### config.mk
export PLATFORM = sky130hd
export DESIGN_NAME = urv_mem_arbiter
export DESIGN_NICKNAME = d
export VERILOG_FILES = /design/src/rtl/urv_mem_arbiter.sv
export SDC_FILE = /design/constraint.sdc
export NUM_CORES = 1
export LEC_CHECK = 0
export CORE_UTILIZATION = 51
export CTS_CLUSTER_SIZE = 20
export DETAILED_ROUTE_END_ITERATION = 10
export PLACE_DENSITY = 0.84
export SLEW_MARGIN = 10
export SYNTH_ARGS = -nofsm -noshare
export SYNTH_HDL_FRONTEND = slang
export SYNTH_SLANG_ARGS = --single-unit
### constraint.sdc
create_clock -name clk_i -period 2.8 [get_ports clk_i]
set_input_delay 0.56 -clock clk_i [delete_from_list [all_inputs] [get_ports clk_i]]
set_output_delay 0.56 -clock clk_i [all_outputs]
set_load 0.02 [all_outputs]
### src/rtl/urv_mem_arbiter.sv
// -----------------------------------------------------------------------------
// urv_mem_arbiter
//
// Shares one synchronous single-port SRAM between the uRV instruction-fetch
// port and the data-memory port. Up to two data requests are queued in a small
// FIFO. Queued data requests take priority over fetch, but after
// g_max_dm_burst consecutive data grants one cycle is forced to fetch so the
// core can never be starved of instructions.
//
// Ports
//   clk_i, rst_n_i      clock (rising edge), asynchronous active-low reset
//   im_addr_i           fetch byte address
//   im_data_o           fetched instruction word
//   im_valid_o          im_data_o belongs to the current im_addr_i
//   dm_addr_i           data byte address
//   dm_data_s_i         store data
//   dm_data_select_i    store byte enables
//   dm_load_i           one-cycle load strobe
//   dm_store_i          one-cycle store strobe (wins if both strobes are set)
//   dm_ready_o          a strobe presented this cycle is accepted
//   dm_data_l_o         load data
//   dm_load_done_o      one-cycle load completion pulse
//   dm_store_done_o     one-cycle store completion pulse
//   mem_en_o            SRAM access enable
//   mem_we_o            SRAM write enable
//   mem_be_o            SRAM byte enables
//   mem_addr_o          SRAM word address
//   mem_wdata_o         SRAM write data
//   mem_rdata_i         SRAM read data, valid the cycle after a read access
// -----------------------------------------------------------------------------
module urv_mem_arbiter #(
  parameter int g_addr_width   = 14,
  parameter int g_max_dm_burst = 3
) (
  input  logic                    clk_i,
  input  logic                    rst_n_i,
  input  logic [31:0]             im_addr_i,
  output logic [31:0]             im_data_o,
  output logic                    im_valid_o,
  input  logic [31:0]             dm_addr_i,
  input  logic [31:0]             dm_data_s_i,
  input  logic [3:0]              dm_data_select_i,
  input  logic                    dm_load_i,
  input  logic                    dm_store_i,
  output logic                    dm_ready_o,
  output logic [31:0]             dm_data_l_o,
  output logic                    dm_load_done_o,
  output logic                    dm_store_done_o,
  output logic                    mem_en_o,
  output logic                    mem_we_o,
  output logic [3:0]              mem_be_o,
  output logic [g_addr_width-1:0] mem_addr_o,
  output logic [31:0]             mem_wdata_o,
  input  logic [31:0]             mem_rdata_i
);

  // Type of the access made in the previous cycle; its result is completed
  // this cycle because the SRAM returns read data one cycle late.
  typedef enum logic [1:0] {
    ACC_NONE  = 2'd0,
    ACC_FETCH = 2'd1,
    ACC_LOAD  = 2'd2,
    ACC_STORE = 2'd3
  } acc_t;

  localparam logic [3:0] MAX_BURST = 4'(g_max_dm_burst);

  // Request FIFO storage (2 entries).
  logic                    fifo_store [2];
  logic [g_addr_width-1:0] fifo_addr  [2];
  logic [31:0]             fifo_data  [2];
  logic [3:0]              fifo_sel   [2];
  logic                    wr_ptr;
  logic                    rd_ptr;
  logic [1:0]              count;

  logic                    full;
  logic                    empty;
  logic                    req;
  logic                    push;
  logic                    dm_grant;

  logic                    head_store;
  logic [g_addr_width-1:0] head_addr;
  logic [31:0]             head_data;
  logic [3:0]              head_sel;

  logic [3:0]              burst_cnt;
  acc_t                    inflight_q;
  acc_t                    inflight_d;
  logic [g_addr_width-1:0] fetch_addr;
  logic [g_addr_width-1:0] fetch_addr_q;
  logic [31:0]             im_data_q;
  logic [31:0]             dm_data_q;

  // Only the word-address slice of the CPU addresses reaches the SRAM.
  logic                    unused_addr_bits;
  assign unused_addr_bits = ^{im_addr_i, dm_addr_i};

  // Handshake: dm_ready_o depends only on FIFO occupancy. A request is the OR
  // of dm_load_i/dm_store_i and is taken at the rising edge of any cycle in
  // which dm_ready_o is high; a request seen while dm_ready_o is low is lost
  // and never completes. The requester never has to hold a strobe.
  assign full       = (count == 2'd2);
  assign empty      = (count == 2'd0);
  assign dm_ready_o = !full;
  assign req        = dm_load_i | dm_store_i;
  assign push       = req && !full;

  assign head_store = fifo_store[rd_ptr];
  assign head_addr  = fifo_addr[rd_ptr];
  assign head_data  = fifo_data[rd_ptr];
  assign head_sel   = fifo_sel[rd_ptr];

  // Data wins unless the burst limit has been reached; every other cycle
  // (including an empty FIFO) is a fetch.
  assign dm_grant   = !empty && (burst_cnt < MAX_BURST);
  assign fetch_addr = im_addr_i[g_addr_width+1:2];

  // Request FIFO.
  always_ff @(posedge clk_i or negedge rst_n_i) begin
    if (!rst_n_i) begin
      wr_ptr <= 1'b0;
      rd_ptr <= 1'b0;
      count  <= 2'd0;
      for (int i = 0; i < 2; i++) begin
        fifo_store[i] <= 1'b0;
        fifo_addr[i]  <= '0;
        fifo_data[i]  <= '0;
        fifo_sel[i]   <= '0;
      end
    end else begin
      if (push) begin
        fifo_store[wr_ptr] <= dm_store_i;
        fifo_addr[wr_ptr]  <= dm_addr_i[g_addr_width+1:2];
        fifo_data[wr_ptr]  <= dm_data_s_i;
        fifo_sel[wr_ptr]   <= dm_data_select_i;
        wr_ptr             <= ~wr_ptr;
      end
      if (dm_grant) begin
        rd_ptr <= ~rd_ptr;
      end
      case ({push, dm_grant})
        2'b10:   count <= count + 2'd1;
        2'b01:   count <= count - 2'd1;
        default: count <= count;
      endcase
    end
  end

  // Next in-flight access type.
  always_comb begin
    inflight_d = ACC_FETCH;
    if (dm_grant) begin
      inflight_d = head_store ? ACC_STORE : ACC_LOAD;
    end
  end

  // Arbitration state and held output data.
  always_ff @(posedge clk_i or negedge rst_n_i) begin
    if (!rst_n_i) begin
      burst_cnt    <= 4'd0;
      inflight_q   <= ACC_NONE;
      fetch_addr_q <= '0;
      im_data_q    <= '0;
      dm_data_q    <= '0;
    end else begin
      // Saturating run length of data grants; any fetch grant restarts it.
      if (dm_grant) begin
        burst_cnt <= (burst_cnt == 4'hF) ? burst_cnt : burst_cnt + 4'd1;
      end else begin
        burst_cnt <= 4'd0;
      end
      inflight_q <= inflight_d;
      if (!dm_grant) begin
        fetch_addr_q <= fetch_addr;
      end
      im_data_q <= im_data_o;
      dm_data_q <= dm_data_l_o;
    end
  end

  // SRAM side: combinational from grant, FIFO head and fetch address; held
  // idle while reset is asserted.
  always_comb begin
    mem_en_o    = 1'b0;
    mem_we_o    = 1'b0;
    mem_be_o    = 4'h0;
    mem_addr_o  = '0;
    mem_wdata_o = '0;
    if (rst_n_i) begin
      mem_en_o = 1'b1;
      if (dm_grant) begin
        mem_we_o    = head_store;
        mem_be_o    = head_store ? head_sel : 4'hF;
        mem_addr_o  = head_addr;
        mem_wdata_o = head_data;
      end else begin
        mem_be_o   = 4'hF;
        mem_addr_o = fetch_addr;
      end
    end
  end

  // Completion of the access granted last cycle. Read data is passed straight
  // from the SRAM in its completion cycle and held afterwards. A fetch is only
  // reported valid if the core still wants the same word; otherwise the next
  // fetch grant simply reads the new address.
  assign dm_load_done_o  = (inflight_q == ACC_LOAD);
  assign dm_store_done_o = (inflight_q == ACC_STORE);
  assign im_valid_o      = (inflight_q == ACC_FETCH) && (fetch_addr == fetch_addr_q);
  assign im_data_o       = (inflight_q == ACC_FETCH) ? mem_rdata_i : im_data_q;
  assign dm_data_l_o     = (inflight_q == ACC_LOAD) ? mem_rdata_i : dm_data_q;

endmodule

* Word level (Yosys, flattened, before mapping)
Cells that the tools add are included.
Operators by class: multipliers 0, equality and inequality tests 9, multiplexer cells 41, $add $sub $neg 3, reduce and logical (&&, ||, !) cells 8, div/mod/pow operators 0, magnitude comparators 4, shift-type cells 0, bitwise operators 5
Operators with widths (number):
- two-way mux 32 bit | 8
- two-way mux 14 bit | 6
- bitwise mux 64 bit | 1
- two-way mux 4 bit | 9
- demux 32 bit (select 1 bit) | 1
- bitwise mux 28 bit | 1
- demux 14 bit (select 1 bit) | 1
- equality test 14 bit | 1
- bitwise mux 8 bit | 1
- equality test 2 bit, second input constant | 4
- two-way mux 1 bit | 8
- adder 4 x 1 -> 4 bit, second input constant | 1
- demux 4 bit (select 1 bit) | 1
- equality test 2 x 1 -> 1 bit, second input constant | 2
- equality test 4 bit, second input constant | 1
- greater-or-equal comparator 2 bit, second input constant | 2
- logical AND 1 bit | 4
- less-than comparator 4 x 2 -> 1 bit, second input constant | 1
- NOT 1 -> 2 bit | 2
- case mux 2 bit (2 select lines) | 1
- adder 2 x 1 -> 2 bit, second input constant | 1
- bitwise mux 2 bit | 1
- zero test 1 bit | 2
- zero test 2 bit | 1
- other kinds (8) | 9
Word-level totals: word-level logic and storage cells 86, RAM bits 0, input bits 136, register bits 190, memories 0, latch bits 0, ROM bits 0

* Depth between registers and ports, before layout
word-level depth 7, gate-level depth with buffers 7

* Worst setup path before layout
OpenSTA, ideal clock, no wires.
path kind flip-flop to output port, start register burst_cnt[0], end output mem_wdata_o[10], setup slack 0.701 ns, cell stages (with the launch flop) 6, data required time 2.240 ns, arrival 1.539 ns, path through dfrtp_1 -> ha_1 -> nor3_2 -> nand3_1 -> buf_2 -> nor2_1
Between the ends: cells in the longest elaborated chain, start to end 4
RTL lines:
- start, declared | line 88 | logic [3:0] burst_cnt;
- start signal, assigned | line 170 | burst_cnt <= (burst_cnt == 4'hF) ? burst_cnt : burst_cnt + 4'd1;
- less-than comparator 4 x 2 -> 1 bit | line 117 | assign dm_grant = !empty && (burst_cnt < MAX_BURST);
- logical AND 1 bit | line 117
- two-way mux 32 bit | line 193 | if (dm_grant) begin
- two-way mux 32 bit | line 191 | if (rst_n_i) begin
- end, declared | line 53 | output logic [31:0] mem_wdata_o,
No other way between the ends.

* Worst setup path in the final report
start register burst_cnt[0], end output mem_addr_o[3]
Between the ends: cells in the longest elaborated chain, start to end 4
RTL lines:
- less-than comparator 4 x 2 -> 1 bit | line 117
- logical AND 1 bit | line 117
- two-way mux 14 bit | line 193
- two-way mux 14 bit | line 191
- end, declared | line 52 | output logic [g_addr_width-1:0] mem_addr_o,
No other way between the ends.

==> results.env <==
STARTPOINT_TYPE='flop'
FMAX_GHz=0.367
SYN_AREA_UM2=8280
DETAILED_PLACE_HPWL_MM=13.7
VIAS=5449
FINALWORSTPATHREQUIREDPERIOD_NS=2.72
CP_SLOWEST_STAGE_DELAY_NS=0.39
IO-PIN-COUNT=256
DETAIL_ROUTE.DRC_VIOLATIONS=0
POWER_DENSITY_nW_PER_UM2=1060
YOSYS.CELL_COUNT.TOP_TYPE='sky130_fd_sc_hd__dfrtp_1'
NETLIST_TOP_CELLS_COUNT='sky130_fd_sc_hd__dfrtp_1, sky130_fd_sc_hd__mux2_2, sky130_fd_sc_hd__mux2i_1'
NUM_ROWS=46
DETAILEDROUTE.FIRSTPASSITERATIONCOUNT=4
DRT_FIRST_ITER_VIOLATIONS=252
CLK-INSERTION-DELAY-LATE_NS=0.42
CRITICAL_PATH.STARTPOINT='burst_cnt[0]'
SYNTHMUXAREASHARE=0.306
SYNTH_CELLS=571
XOR_XNOR_SHARE_OF_THE_SYNTHESIZED_AREA=0.0201
FINAL_NET_COUNT=947
POST_SYNTH.CELL_AREA_AVG_UM2=14.5
DIE_HEIGHT_UM=129
GRT_SETUP_UNREPAIRED='yes'
WIRE_PER_INST_UM=18.4
CAP_VIOLATIONS=0
SETUP_TOTAL_NEGATIVE_SLACK_NS=0
SETUP_WS_NS=0.0767
ANTENNA_FOUND_INITIAL=0
CORE_UM2=15900
MIN_PERIOD_OVER_PERIOD=0.973
GROUTE.LAYER.MET2.USAGE=0.423
SYNTH_EDF_COUNT=0
CTS.HTREE.LEVELS=4
SYNTH_ADDER_AREA_SHARE=0.00302
GRTUSAGEMET3=0.0619
SYNTH.LIB_CELLS_USED.DISTINCT=35
SYNTHARSTFLOPSHARE=1.00
DRT.ANTENNA.VIOLATING_NETS=0
R2R_CELLS=6
POST-PLACE-CELLS=1005
WIRELENGTH_MM=19.1
SEQ_TOTAL_AREA_YOSYS=0.574
FINAL-MAX-SLEW-VIOLATION-COUNT=0
PORT-BUFFER-COUNT=219
PRE_CTS_SLACK_NS=-0.153
CTS_TREE='done'
WORST_SETUP_PATH_END_KIND='output port'
CRIT_PATH_TOP_DELAY_CELL='sky130_fd_sc_hd__dfrtp_1'
POWER.LEAKAGE_nW=5.18
GRTUSAGETOTAL=0.235
POST_ROUTE_CELLS_DRIVE_ABOVE_1_SHARE=0.319
INITIAL_UTILIZATION=0.521
VIA_PER_INST=5.25
CP_MAX_FO=20
FIN_WORST_SKEW_NS=0.0106
GLOBALROUTE.TOTALOVERFLOW=0
OUTCOME='completed'
YS_SEQ_ELEMENTS=190
MAXSLEWHEADROOM=0.459
NUMBER_OF_CLOCK_SINKS=190
ORDERED_CELL_LIST_FOR_THE_CRITICAL_PATH='ha_1, or3_4, nor2_4, buf_12, o211a_1, clkdlybuf4s15_1'
DOMINANT_COMBINATIONAL_CELL_FAMILY_BY_AREA_AFTER_SYNTHESIS='multiplexers'
N_FILL_CELL=1113
SYNTHSIMPLEGATEAREAFRAC=0.0443
NUM_ANTENNA_CELLS=0
CLKSLEWWORSTSETUPHOLDPATHS_NS=0.07
GRT_FIRST_PASS_WIRELENGTH_MM=29.9
LARGEST_NET_DEGREE_AT_THE_START_OF_GLOBAL_ROUTING=65
CP_DATA_ARRIVAL_TIME_NS=2.16
POST_SYNTH_TOP_FLOP='sky130_fd_sc_hd__dfrtp_1'
SYNTH_AREA_IN_COMPOUND_GATES=0.0211
WORSTHOLDPATHTYPE='input pin to asynchronous set/reset pin'
CTS_BUFFER_DEPTH=2
DIE_X_UM=129
WORST_PIN_SLEW_NS=0.811
FINAL_CORE_UTILIZATION=0.715
WORSTPATHREQUIRED_NS=2.24
POST_CTS_BUFFERS=0
REGTOREGSTARTPOINT='burst_cnt[0]'
SYNTH.TOP_CELLS.BY_AREA='sky130_fd_sc_hd__dfrtp_1, sky130_fd_sc_hd__mux2_2, sky130_fd_sc_hd__mux2i_1'
FLOORPLAN.DIE_AREA_UM2=16800
ROUTABILITYCONGESTION=0.750
WORST_IR_DROP_VDD_mV=0.560
HOLD_VIOL=0
FINAL_CELLS=1038
CELL_TYPE_CONTRIBUTING_THE_MOST_TOTAL_CELL_AREA_AFTER_SYNTHESIS='sky130_fd_sc_hd__dfrtp_1'
FIRST_GLOBAL_VIAS=5859
SYNTH.TOP_CELL.AREA_SHARE=0.574
AREA_GROW_SYN2LAYOUT_PCT=37.2
CTS_MADE_BUFFERS=17
ROOT_BUFFER='sky130_fd_sc_hd__clkbuf_16'
WORST-SETUP-PATH-TYPE='flop to output port'
BUSIEST_LAYER_IN_GLOBAL_ROUTING='met2'
SETUP_VIOLATIONS=0
YOSYS_WARNINGS=0
GRT_UTIL_MET1=0.262
-- metrics by stage --
stage	cell area (um^2)	hold slack, ns	power, mW
after detailed placement	10800	0.411	9.77
final	11400	0.158	12.0
after global placement	10800	0.410	9.48
after global routing	11400	0.161	12.7
after floorplan	8290	0.264	7.92
after CTS	11400	0.144	12.1
-- critical path: cells and delay by family (launching register included) --
kind                       cells  cell delay (ns)
buffers and inverters          2             0.47
AOI/OAI and AO/OA              1             0.15
and+or+nand+nor                2             0.51
adders and majority gates      1             0.22
DFF                            1             0.39
-- cell usage in the layout, fill, tap and decap left out, types with 2 or more instances in the layout --
master                              n
sky130_fd_sc_hd__nor2_1            37
sky130_fd_sc_hd__nor2b_2            2
sky130_fd_sc_hd__buf_12             6
sky130_fd_sc_hd__clkinv_4           5
sky130_fd_sc_hd__xor2_1             2
sky130_fd_sc_hd__clkbuf_16         17
sky130_fd_sc_hd__clkbuf_1           2
sky130_fd_sc_hd__dlygate4sd2_1     36
sky130_fd_sc_hd__conb_1             2
sky130_fd_sc_hd__mux2i_1           51
sky130_fd_sc_hd__nor3_2             2
sky130_fd_sc_hd__xnor2_1           17
sky130_fd_sc_hd__buf_6              2
sky130_fd_sc_hd__clkdlybuf4s15_1    2
sky130_fd_sc_hd__clkbuf_2          14
sky130_fd_sc_hd__clkbuf_8           3
sky130_fd_sc_hd__o211a_1           14
sky130_fd_sc_hd__bufinv_16          2
sky130_fd_sc_hd__buf_4             26
sky130_fd_sc_hd__dlymetal6s2s_1     8
sky130_fd_sc_hd__inv_6              2
sky130_fd_sc_hd__nand4_1            3
sky130_fd_sc_hd__clkdlybuf4s50_1  158
sky130_fd_sc_hd__mux2_2           172
sky130_fd_sc_hd__ha_1               2
sky130_fd_sc_hd__mux2_1             8
sky130_fd_sc_hd__a21boi_0           4
sky130_fd_sc_hd__dfrtp_1          189
sky130_fd_sc_hd__nand3_1           16
-- sequential cells by signal, summed over array words and instances (netlist names) --
signal,flops
im_data_q,32
count,2
fifo_data,64
fifo_sel,8
rd_ptr,1
inflight_q,2
fifo_store,2
dm_data_q,32
fetch_addr_q,14
fifo_addr,28
burst_cnt,4
wr_ptr,1
-- final cells by class --
class | instances | area, um^2 | share of cell area
inverters | 2 | 7.51 | 0.000661
repair buffers | 254 | 2450 | 0.216
clock buffers | 21 | 460 | 0.0405
flip-flops and latches | 190 | 4760 | 0.419
clock inverters | 11 | 134 | 0.0118
well taps | 216 | 270 | 0.0238
multi-input cells | 344 | 3290 | 0.289
-- routing by layer --
layer / vias to the layer above / share of wire
li1: 2483 / -
met4: 0 / 0.028
met5: - / 0
met2: 158 / 0.52
met1: 2767 / 0.40
met3: 41 / 0.060
-- what timing repair did --
action	4_1_cts	5_1_grt
pin swaps	0	0
endpoints found under the hold margin	4	0
endpoints found under the setup margin	53	33
hold buffers	1	0
gates resized for setup	61	33
-- cells by family (layout without fill, tap and decap cells) --
group | Yosys count | count (layout)
other | 1 | 2
buffers and inverters | 38 | 288
AND/OR/NAND/NOR | 71 | 71
AO/OA/AOI/OAI | 19 | 19
multiplexers | 231 | 231
adder cells (fa/ha/maj) | 2 | 2
flip-flops | 190 | 190
XOR/XNOR | 19 | 19
-- power by group --
part,internal (mW),leakage [nW],switching [mW]
combinational,2.73,2.67,2.38
sequential,3.95,2.22,0.540
clock,1.38,0.288,1.04
total,8.06,5.18,3.96
-- worst paths after layout --
check                                       end  slack (ns)
worst max-delay path              mem_addr_o[3]        0.08
worst min-delay path              fifo_data[50]        0.16
worst max register to register  fetch_addr_q[5]        0.92
worst min register to register     burst_cnt[0]        0.45
max in group asynchronous         im_data_q[28]        1.84
min in group clk_i                 burst_cnt[0]        0.45
(Power assumes the default switching activity.)
